--- config.mk ---
export PLATFORM = sky130hd
export DESIGN_NAME = id_exe_cond_reg_flat
export DESIGN_NICKNAME = d
export VERILOG_FILES = /design/src/rtl/id_exe_cond_reg_if.sv /design/src/rtl/id_exe_cond_reg.sv /design/src/flat_wrapper.sv
export SDC_FILE = /design/constraint.sdc
export NUM_CORES = 1
export LEC_CHECK = 0
export ABC_AREA = 1
export BUFFER_PORTS_ARGS = -buffer_cell sky130_fd_sc_hd__buf_2
export CAP_MARGIN = 20
export CORE_AREA = 2 2 130 132
export DETAILED_ROUTE_END_ITERATION = 16
export DIE_AREA = 0 0 132 134
export GPL_ROUTABILITY_DRIVEN = 0
export GPL_TIMING_DRIVEN = 0
export HOLD_SLACK_MARGIN = 0.1
export PLACE_DENSITY = 0.79
export SLEW_MARGIN = 0
export SYNTH_ARGS = -nofsm -noshare
export SYNTH_HDL_FRONTEND = slang
export SYNTH_SLANG_ARGS = --single-unit
--- constraint.sdc ---
create_clock -name clk -period 1.9 [get_ports clk]
set_clock_uncertainty 0.05 [all_clocks]
set_input_delay 0.095 -clock clk [delete_from_list [all_inputs] [get_ports clk]]
set_output_delay 0.095 -clock clk [all_outputs]
set_load 0.1 [all_outputs]
--- src/rtl/id_exe_cond_reg_if.sv ---
// Bundle of decode-stage inputs and registered execute-stage outputs
// for the ID->EXE conditional pipeline register.
interface id_exe_cond_reg_if #(
    parameter int DATA_W  = 32,
    parameter int RADDR_W = 4,
    parameter int CNT_W   = 16
);
    logic               freeze;
    logic               flush;
    logic               cond_pass;
    logic               id_valid;
    logic [DATA_W-1:0]  id_pc;
    logic [DATA_W-1:0]  id_val_rn;
    logic [DATA_W-1:0]  id_val_rm;
    logic [3:0]         id_exe_cmd;
    logic               id_mem_r_en;
    logic               id_mem_w_en;
    logic               id_wb_en;
    logic               id_s;
    logic               id_b;
    logic               id_imm;
    logic [11:0]        id_shift_op;
    logic [23:0]        id_simm24;
    logic [RADDR_W-1:0] id_dest;
    logic [RADDR_W-1:0] id_src1;
    logic [RADDR_W-1:0] id_src2;
    logic [3:0]         id_status;

    logic [DATA_W-1:0]  exe_pc;
    logic [DATA_W-1:0]  exe_val_rn;
    logic [DATA_W-1:0]  exe_val_rm;
    logic [3:0]         exe_exe_cmd;
    logic               exe_mem_r_en;
    logic               exe_mem_w_en;
    logic               exe_wb_en;
    logic               exe_s;
    logic               exe_b;
    logic               exe_imm;
    logic [11:0]        exe_shift_op;
    logic [23:0]        exe_simm24;
    logic [RADDR_W-1:0] exe_dest;
    logic [RADDR_W-1:0] exe_src1;
    logic [RADDR_W-1:0] exe_src2;
    logic [3:0]         exe_status;
    logic               exe_valid;
    logic [CNT_W-1:0]   squash_cnt;

    modport master (
        output freeze, flush, cond_pass, id_valid, id_pc, id_val_rn, id_val_rm,
               id_exe_cmd, id_mem_r_en, id_mem_w_en, id_wb_en, id_s, id_b, id_imm,
               id_shift_op, id_simm24, id_dest, id_src1, id_src2, id_status,
        input  exe_pc, exe_val_rn, exe_val_rm, exe_exe_cmd, exe_mem_r_en,
               exe_mem_w_en, exe_wb_en, exe_s, exe_b, exe_imm, exe_shift_op,
               exe_simm24, exe_dest, exe_src1, exe_src2, exe_status, exe_valid,
               squash_cnt
    );

    modport slave (
        input  freeze, flush, cond_pass, id_valid, id_pc, id_val_rn, id_val_rm,
               id_exe_cmd, id_mem_r_en, id_mem_w_en, id_wb_en, id_s, id_b, id_imm,
               id_shift_op, id_simm24, id_dest, id_src1, id_src2, id_status,
        output exe_pc, exe_val_rn, exe_val_rm, exe_exe_cmd, exe_mem_r_en,
               exe_mem_w_en, exe_wb_en, exe_s, exe_b, exe_imm, exe_shift_op,
               exe_simm24, exe_dest, exe_src1, exe_src2, exe_status, exe_valid,
               squash_cnt
    );
endinterface

--- src/rtl/id_exe_cond_reg.sv ---
// ID->EXE pipeline register: squashes side effects of condition-failed
// instructions, supports stall/flush, and counts squashes (saturating).
module id_exe_cond_reg #(
    parameter int DATA_W  = 32,
    parameter int RADDR_W = 4,
    parameter int CNT_W   = 16
) (
    input logic              clk,
    input logic              rst,
    id_exe_cond_reg_if.slave bus
);
    localparam logic [DATA_W-1:0]  DataZero = '0;
    localparam logic [RADDR_W-1:0] RegZero  = '0;
    localparam logic [CNT_W-1:0]   CntOne   = {{(CNT_W-1){1'b0}}, 1'b1};
    localparam logic [CNT_W-1:0]   CntMax   = '1;

    logic live;
    logic squash;

    assign live   = bus.id_valid & bus.cond_pass;
    assign squash = bus.id_valid & ~bus.cond_pass;

    // Data fields are always captured on a load; only the side-effect bits
    // and the valid flag depend on whether the instruction is live.
    always_ff @(posedge clk) begin
        if (rst || bus.flush) begin
            bus.exe_pc       <= DataZero;
            bus.exe_val_rn   <= DataZero;
            bus.exe_val_rm   <= DataZero;
            bus.exe_exe_cmd  <= 4'd0;
            bus.exe_mem_r_en <= 1'b0;
            bus.exe_mem_w_en <= 1'b0;
            bus.exe_wb_en    <= 1'b0;
            bus.exe_s        <= 1'b0;
            bus.exe_b        <= 1'b0;
            bus.exe_imm      <= 1'b0;
            bus.exe_shift_op <= 12'd0;
            bus.exe_simm24   <= 24'd0;
            bus.exe_dest     <= RegZero;
            bus.exe_src1     <= RegZero;
            bus.exe_src2     <= RegZero;
            bus.exe_status   <= 4'd0;
            bus.exe_valid    <= 1'b0;
        end else if (!bus.freeze) begin
            bus.exe_pc       <= bus.id_pc;
            bus.exe_val_rn   <= bus.id_val_rn;
            bus.exe_val_rm   <= bus.id_val_rm;
            bus.exe_exe_cmd  <= bus.id_exe_cmd;
            bus.exe_mem_r_en <= bus.id_mem_r_en & live;
            bus.exe_mem_w_en <= bus.id_mem_w_en & live;
            bus.exe_wb_en    <= bus.id_wb_en & live;
            bus.exe_s        <= bus.id_s & live;
            bus.exe_b        <= bus.id_b & live;
            bus.exe_imm      <= bus.id_imm;
            bus.exe_shift_op <= bus.id_shift_op;
            bus.exe_simm24   <= bus.id_simm24;
            bus.exe_dest     <= bus.id_dest;
            bus.exe_src1     <= bus.id_src1;
            bus.exe_src2     <= bus.id_src2;
            bus.exe_status   <= bus.id_status;
            bus.exe_valid    <= live;
        end
    end

    // Only reset clears the counter; flush and freeze leave it untouched.
    always_ff @(posedge clk) begin
        if (rst) begin
            bus.squash_cnt <= '0;
        end else if (!bus.flush && !bus.freeze && squash && bus.squash_cnt != CntMax) begin
            bus.squash_cnt <= bus.squash_cnt + CntOne;
        end
    end
endmodule

--- src/flat_wrapper.sv ---
// flat-port wrapper written by rule: the top's interface ports become plain ports
module id_exe_cond_reg_flat 
#(
    parameter int DATA_W  = 32,
    parameter int RADDR_W = 4,
    parameter int CNT_W   = 16
)
  (clk, rst, bus_freeze, bus_flush, bus_cond_pass, bus_id_valid, bus_id_pc, bus_id_val_rn, bus_id_val_rm, bus_id_exe_cmd, bus_id_mem_r_en, bus_id_mem_w_en, bus_id_wb_en, bus_id_s, bus_id_b, bus_id_imm, bus_id_shift_op, bus_id_simm24, bus_id_dest, bus_id_src1, bus_id_src2, bus_id_status, bus_exe_pc, bus_exe_val_rn, bus_exe_val_rm, bus_exe_exe_cmd, bus_exe_mem_r_en, bus_exe_mem_w_en, bus_exe_wb_en, bus_exe_s, bus_exe_b, bus_exe_imm, bus_exe_shift_op, bus_exe_simm24, bus_exe_dest, bus_exe_src1, bus_exe_src2, bus_exe_status, bus_exe_valid, bus_squash_cnt);
  id_exe_cond_reg_if #(.DATA_W(DATA_W), .RADDR_W(RADDR_W), .CNT_W(CNT_W)) bus_i ();
  input logic clk;
  input logic rst;
  input wire logic [$bits(bus_i.freeze)-1:0] bus_freeze;
  input wire logic [$bits(bus_i.flush)-1:0] bus_flush;
  input wire logic [$bits(bus_i.cond_pass)-1:0] bus_cond_pass;
  input wire logic [$bits(bus_i.id_valid)-1:0] bus_id_valid;
  input wire logic [$bits(bus_i.id_pc)-1:0] bus_id_pc;
  input wire logic [$bits(bus_i.id_val_rn)-1:0] bus_id_val_rn;
  input wire logic [$bits(bus_i.id_val_rm)-1:0] bus_id_val_rm;
  input wire logic [$bits(bus_i.id_exe_cmd)-1:0] bus_id_exe_cmd;
  input wire logic [$bits(bus_i.id_mem_r_en)-1:0] bus_id_mem_r_en;
  input wire logic [$bits(bus_i.id_mem_w_en)-1:0] bus_id_mem_w_en;
  input wire logic [$bits(bus_i.id_wb_en)-1:0] bus_id_wb_en;
  input wire logic [$bits(bus_i.id_s)-1:0] bus_id_s;
  input wire logic [$bits(bus_i.id_b)-1:0] bus_id_b;
  input wire logic [$bits(bus_i.id_imm)-1:0] bus_id_imm;
  input wire logic [$bits(bus_i.id_shift_op)-1:0] bus_id_shift_op;
  input wire logic [$bits(bus_i.id_simm24)-1:0] bus_id_simm24;
  input wire logic [$bits(bus_i.id_dest)-1:0] bus_id_dest;
  input wire logic [$bits(bus_i.id_src1)-1:0] bus_id_src1;
  input wire logic [$bits(bus_i.id_src2)-1:0] bus_id_src2;
  input wire logic [$bits(bus_i.id_status)-1:0] bus_id_status;
  output wire logic [$bits(bus_i.exe_pc)-1:0] bus_exe_pc;
  output wire logic [$bits(bus_i.exe_val_rn)-1:0] bus_exe_val_rn;
  output wire logic [$bits(bus_i.exe_val_rm)-1:0] bus_exe_val_rm;
  output wire logic [$bits(bus_i.exe_exe_cmd)-1:0] bus_exe_exe_cmd;
  output wire logic [$bits(bus_i.exe_mem_r_en)-1:0] bus_exe_mem_r_en;
  output wire logic [$bits(bus_i.exe_mem_w_en)-1:0] bus_exe_mem_w_en;
  output wire logic [$bits(bus_i.exe_wb_en)-1:0] bus_exe_wb_en;
  output wire logic [$bits(bus_i.exe_s)-1:0] bus_exe_s;
  output wire logic [$bits(bus_i.exe_b)-1:0] bus_exe_b;
  output wire logic [$bits(bus_i.exe_imm)-1:0] bus_exe_imm;
  output wire logic [$bits(bus_i.exe_shift_op)-1:0] bus_exe_shift_op;
  output wire logic [$bits(bus_i.exe_simm24)-1:0] bus_exe_simm24;
  output wire logic [$bits(bus_i.exe_dest)-1:0] bus_exe_dest;
  output wire logic [$bits(bus_i.exe_src1)-1:0] bus_exe_src1;
  output wire logic [$bits(bus_i.exe_src2)-1:0] bus_exe_src2;
  output wire logic [$bits(bus_i.exe_status)-1:0] bus_exe_status;
  output wire logic [$bits(bus_i.exe_valid)-1:0] bus_exe_valid;
  output wire logic [$bits(bus_i.squash_cnt)-1:0] bus_squash_cnt;
  assign bus_i.freeze = bus_freeze;
  assign bus_i.flush = bus_flush;
  assign bus_i.cond_pass = bus_cond_pass;
  assign bus_i.id_valid = bus_id_valid;
  assign bus_i.id_pc = bus_id_pc;
  assign bus_i.id_val_rn = bus_id_val_rn;
  assign bus_i.id_val_rm = bus_id_val_rm;
  assign bus_i.id_exe_cmd = bus_id_exe_cmd;
  assign bus_i.id_mem_r_en = bus_id_mem_r_en;
  assign bus_i.id_mem_w_en = bus_id_mem_w_en;
  assign bus_i.id_wb_en = bus_id_wb_en;
  assign bus_i.id_s = bus_id_s;
  assign bus_i.id_b = bus_id_b;
  assign bus_i.id_imm = bus_id_imm;
  assign bus_i.id_shift_op = bus_id_shift_op;
  assign bus_i.id_simm24 = bus_id_simm24;
  assign bus_i.id_dest = bus_id_dest;
  assign bus_i.id_src1 = bus_id_src1;
  assign bus_i.id_src2 = bus_id_src2;
  assign bus_i.id_status = bus_id_status;
  assign bus_exe_pc = bus_i.exe_pc;
  assign bus_exe_val_rn = bus_i.exe_val_rn;
  assign bus_exe_val_rm = bus_i.exe_val_rm;
  assign bus_exe_exe_cmd = bus_i.exe_exe_cmd;
  assign bus_exe_mem_r_en = bus_i.exe_mem_r_en;
  assign bus_exe_mem_w_en = bus_i.exe_mem_w_en;
  assign bus_exe_wb_en = bus_i.exe_wb_en;
  assign bus_exe_s = bus_i.exe_s;
  assign bus_exe_b = bus_i.exe_b;
  assign bus_exe_imm = bus_i.exe_imm;
  assign bus_exe_shift_op = bus_i.exe_shift_op;
  assign bus_exe_simm24 = bus_i.exe_simm24;
  assign bus_exe_dest = bus_i.exe_dest;
  assign bus_exe_src1 = bus_i.exe_src1;
  assign bus_exe_src2 = bus_i.exe_src2;
  assign bus_exe_status = bus_i.exe_status;
  assign bus_exe_valid = bus_i.exe_valid;
  assign bus_squash_cnt = bus_i.squash_cnt;
  id_exe_cond_reg #(.DATA_W(DATA_W), .RADDR_W(RADDR_W), .CNT_W(CNT_W)) u_core (.clk(clk), .rst(rst), .bus(bus_i));
endmodule
==> impl_results.md <==
- RR Startpoint: u_core.bus.squash_cnt[0]
- DP HPWL: 15.3 mm
- First-pass GRT wire length: 39.1 mm
- Antenna Nets Post-Route: 0
- Clk_lat worst skew: roughly 430 ps
- Register area: between 3000 and 4000 sq um
- Die ar.: about 18000 sq um
- Post-synth top area cell: dfxtp_1
- Prevailing post-synth register cell: dfxtp_1
- R2R Setup Slk: 310 ps
- Syn Inst Count: between 800 and 900
- Worst setup SP type: input port
- Slowest stage cell on the critical path: dlygate4sd3_1
- Sw Ratio: between 30% and 40%
- Clock sink count: 175
- Grt ovf: 0
- Post-CTS setup buffers: 0
- Largest net degree at the start of global routing: 19
- Layout area overhead: 67.5%
- Yosys Warn Count: 0
- Worst hold endpoint: u_core.bus.squash_cnt[4]
- Int Pwr: ~6.1 mW
- Clock-pin slew on the worst setup and hold paths: 70 ps
- Core area: 16300 sq um
- Worst setup path class: in2reg
- I/O Buffers: 337
- Worst reg2reg path endpoint: u_core.bus.squash_cnt[13]
- Worst Hold Slack: 145 ps
- Share of cells above drive strength 1: 30.6%
- Synth Register Bits: 175
- Final hold violations: 0
- Initial antenna violation count: 4
- Die X: 132 um
- Slew @ Worst Pin: 549 ps
- Die Y: 134 um
- Required @ worst endpoint: 2220 ps
- WHS Path Cells: 7
- Via count: approximately 8000
- RSZ-0062 raised after global routing: no
- Synth cell types: 23
- Rel. slew slack: 63.6%
- # setup viols final: 0
- Vias in the first global route: 7686
- Final period util: 95.1%
- Max H-tree Level: 4
- Root buffer cell: clkbuf_16
- # IOs: 339
- Seq pwr share: 42.4%
- Min setup slack post-route: between 90 and 100 ps
- Depth of the worst register-to-register path: 7
- Most numerous cell in the Yosys netlist: nand2_1
- Sum Neg Setup Slack: 0 ps
- Post-synth top cells: nand2_1 (360), dfxtp_1 (175), a21oi_1 (167)
- Sequential share of the synthesized area: a little over half
- Starting Density: 39.2%
- Maximum VDD drop: approximately 600 uV
- Initial DRC Count: 393
- Pwr per Cell Area: ~840 nW/um^2
- Mapped cell area: 6380 sq um
- WL final: about 25 mm
- Total GRT Usage: 27.7%
- Routed length per instance: 15.8 um
- EDFF count, synth: 0
- Cell-by-cell trace of the critical path: dlygate4sd3_1 > buf_2 > inv_1 > nand2_2 > buf_2 > a21oi_1 > dlygate4sd3_1
- Syn avg cell area: 7.58 sq um
- Top cell type's share of synthesized area: 54.9%
- Period minus WS final: 1810 ps
- NetSw: 2.95 mW
- Status: finished clean
- TritonCTS clock tree: done
- Dpl ws: approximately 110 ps
- Worst Hold Class: in2reg
- DP Cell Count: about 1400
- Area of the multi-input gates: 2570 sq um
- Fin cells: 1607
- Synth async-reset ratio: 0%
- Via-to-Cell Ratio: slightly below 5
- CTS buffer count: 17
- Synthesized Nets: 1007
- Clock buffer depth: 2
- Pre-Repair DR Iteration Count: 5
- Max Fanout on Critical Path: 10
- Drt drc: 0
- Comb pwr share: 19.4%
- Max-cap violation count: 0
- Final slew viol count: 0
- Overall power: 9.03 mW
- Leak: 5.01 nW
- Site Rows: 47
- Hold Crit Start: bus_id_valid
- Clk pwr share: 38.2%
- FMAX: 554 MHz
- CP arrival: roughly 2100 ps
- Crit end category: flop
- Synth area leaders: dfxtp_1 (55%), nand2_1 (21%), a21oi_1 (13%), nor2_1 (2.4%), buf_2 (1.7%)
- FILL cells: ~1300
- Critical path's largest stage delay: 570 ps
- Nets: ~1500
-- what timing repair did --
item,CTS,global route
hold endpoints to repair,164,0
hold buffers,173,0
setup endpoints to repair,0,106
resized for setup,0,3
-- power by group through the flow --
stage               combinational [mW]  sequential, mW  clock [mW]
CTS                               1.71            3.82        3.52
global placement                  1.43            3.90           0
floorplan                        0.301            4.66           0
detailed placement                1.44            3.91           0
finish                            1.75            3.83        3.45
global route                      1.83            3.84        3.65
-- worst max-delay path by stage --
| stage | startpoint | endpoint | slack [ps] |
|---|---|---|---|
| CTS | rst | u_core.bus.exe_src1[2] | 20 |
| floorplan | u_core.bus.squash_cnt[0] | u_core.bus.squash_cnt[13] | 60 |
| detailed placement | rst | u_core.bus.exe_src1[2] | 110 |
| global route | rst | u_core.bus.exe_val_rm[14] | 40 |
| global placement | rst | u_core.bus.exe_dest[0] | 80 |
| finish | rst | u_core.bus.exe_val_rm[19] | 90 |
-- sequential cells by signal (all words and copies together) (netlist names), 4 cells and up --
signal                   flops
u_core.bus.exe_val_rm       32
u_core.bus.exe_status        4
u_core.bus.squash_cnt       16
u_core.bus.exe_src1          4
u_core.bus.exe_val_rn       32
u_core.bus.exe_src2          4
u_core.bus.exe_dest          4
u_core.bus.exe_exe_cmd       4
u_core.bus.exe_shift_op     12
u_core.bus.exe_simm24       24
u_core.bus.exe_pc           32
-- worst max-delay path, delay by kind of cell --
kind / cells / cell delay, ps
compound gates: 1 / 150
buf+inv: 5 / 1710
simple gates: 1 / 180
-- cell families (layout without fill, tap and decap cells) --
| group | count (synthesis) | count (layout) | share of synthesized area (%) |
|---|---|---|---|
| adder cells (fa/ha/maj) | 1 | 1 | 0.196 |
| buffers and inverters | 68 | 610 | 4.82 |
| AND/OR/NAND/NOR | 429 | 429 | 26.8 |
| flip-flops | 175 | 175 | 54.9 |
| other | 0 | 3 | 0 |
| AO/OA/AOI/OAI | 169 | 169 | 13.3 |
-- routing by layer --
metal	GRT usage, %	share of wire, %
met5	0	0.051
met4	13.4	4.2
met3	7.97	8.3
met2	49.3	50
met1	30.2	37
-- layout make-up --
type / count / area share, %
Buffer: 53 / 2.34
Tap cell: 220 / 2.58
Clock buffer: 18 / 4.11
Timing Repair Buffer: 510 / 32.0
Multi-Input combinational cell: 599 / 24.1
Clock inverter: 14 / 1.36
Inverter: 15 / 0.550
Sequential cell: 175 / 33.0
Antenna cell: 3 / 0.0702
-- cell usage in the layout, fill, tap and decap left out, types with 4 or more instances in the layout --
master / Yosys / final
buf_2: 22 / 359
nand2_1: 360 / 359
dlygate4sd3_1: 0 / 173
a21oi_1: 167 / 167
dfxtp_1: 175 / 159
nor2_1: 41 / 41
clkbuf_1: 23 / 22
clkbuf_16: 0 / 17
nand3_1: 16 / 16
dfxtp_2: 0 / 16
inv_1: 13 / 13
buf_1: 5 / 5
inv_6: 0 / 4
inv_8: 0 / 4
-- per-stage QoR --
stage,util [%],instance area (sq um)
3_3_place_gp,51.3,8360
5_1_grt,65.6,10700
6_report,65.6,10700
2_1_floorplan,-,6400
3_5_place_dp,51.3,8360
4_1_cts,65.6,10700
Note: power is estimated with default switching activity, not from simulation.
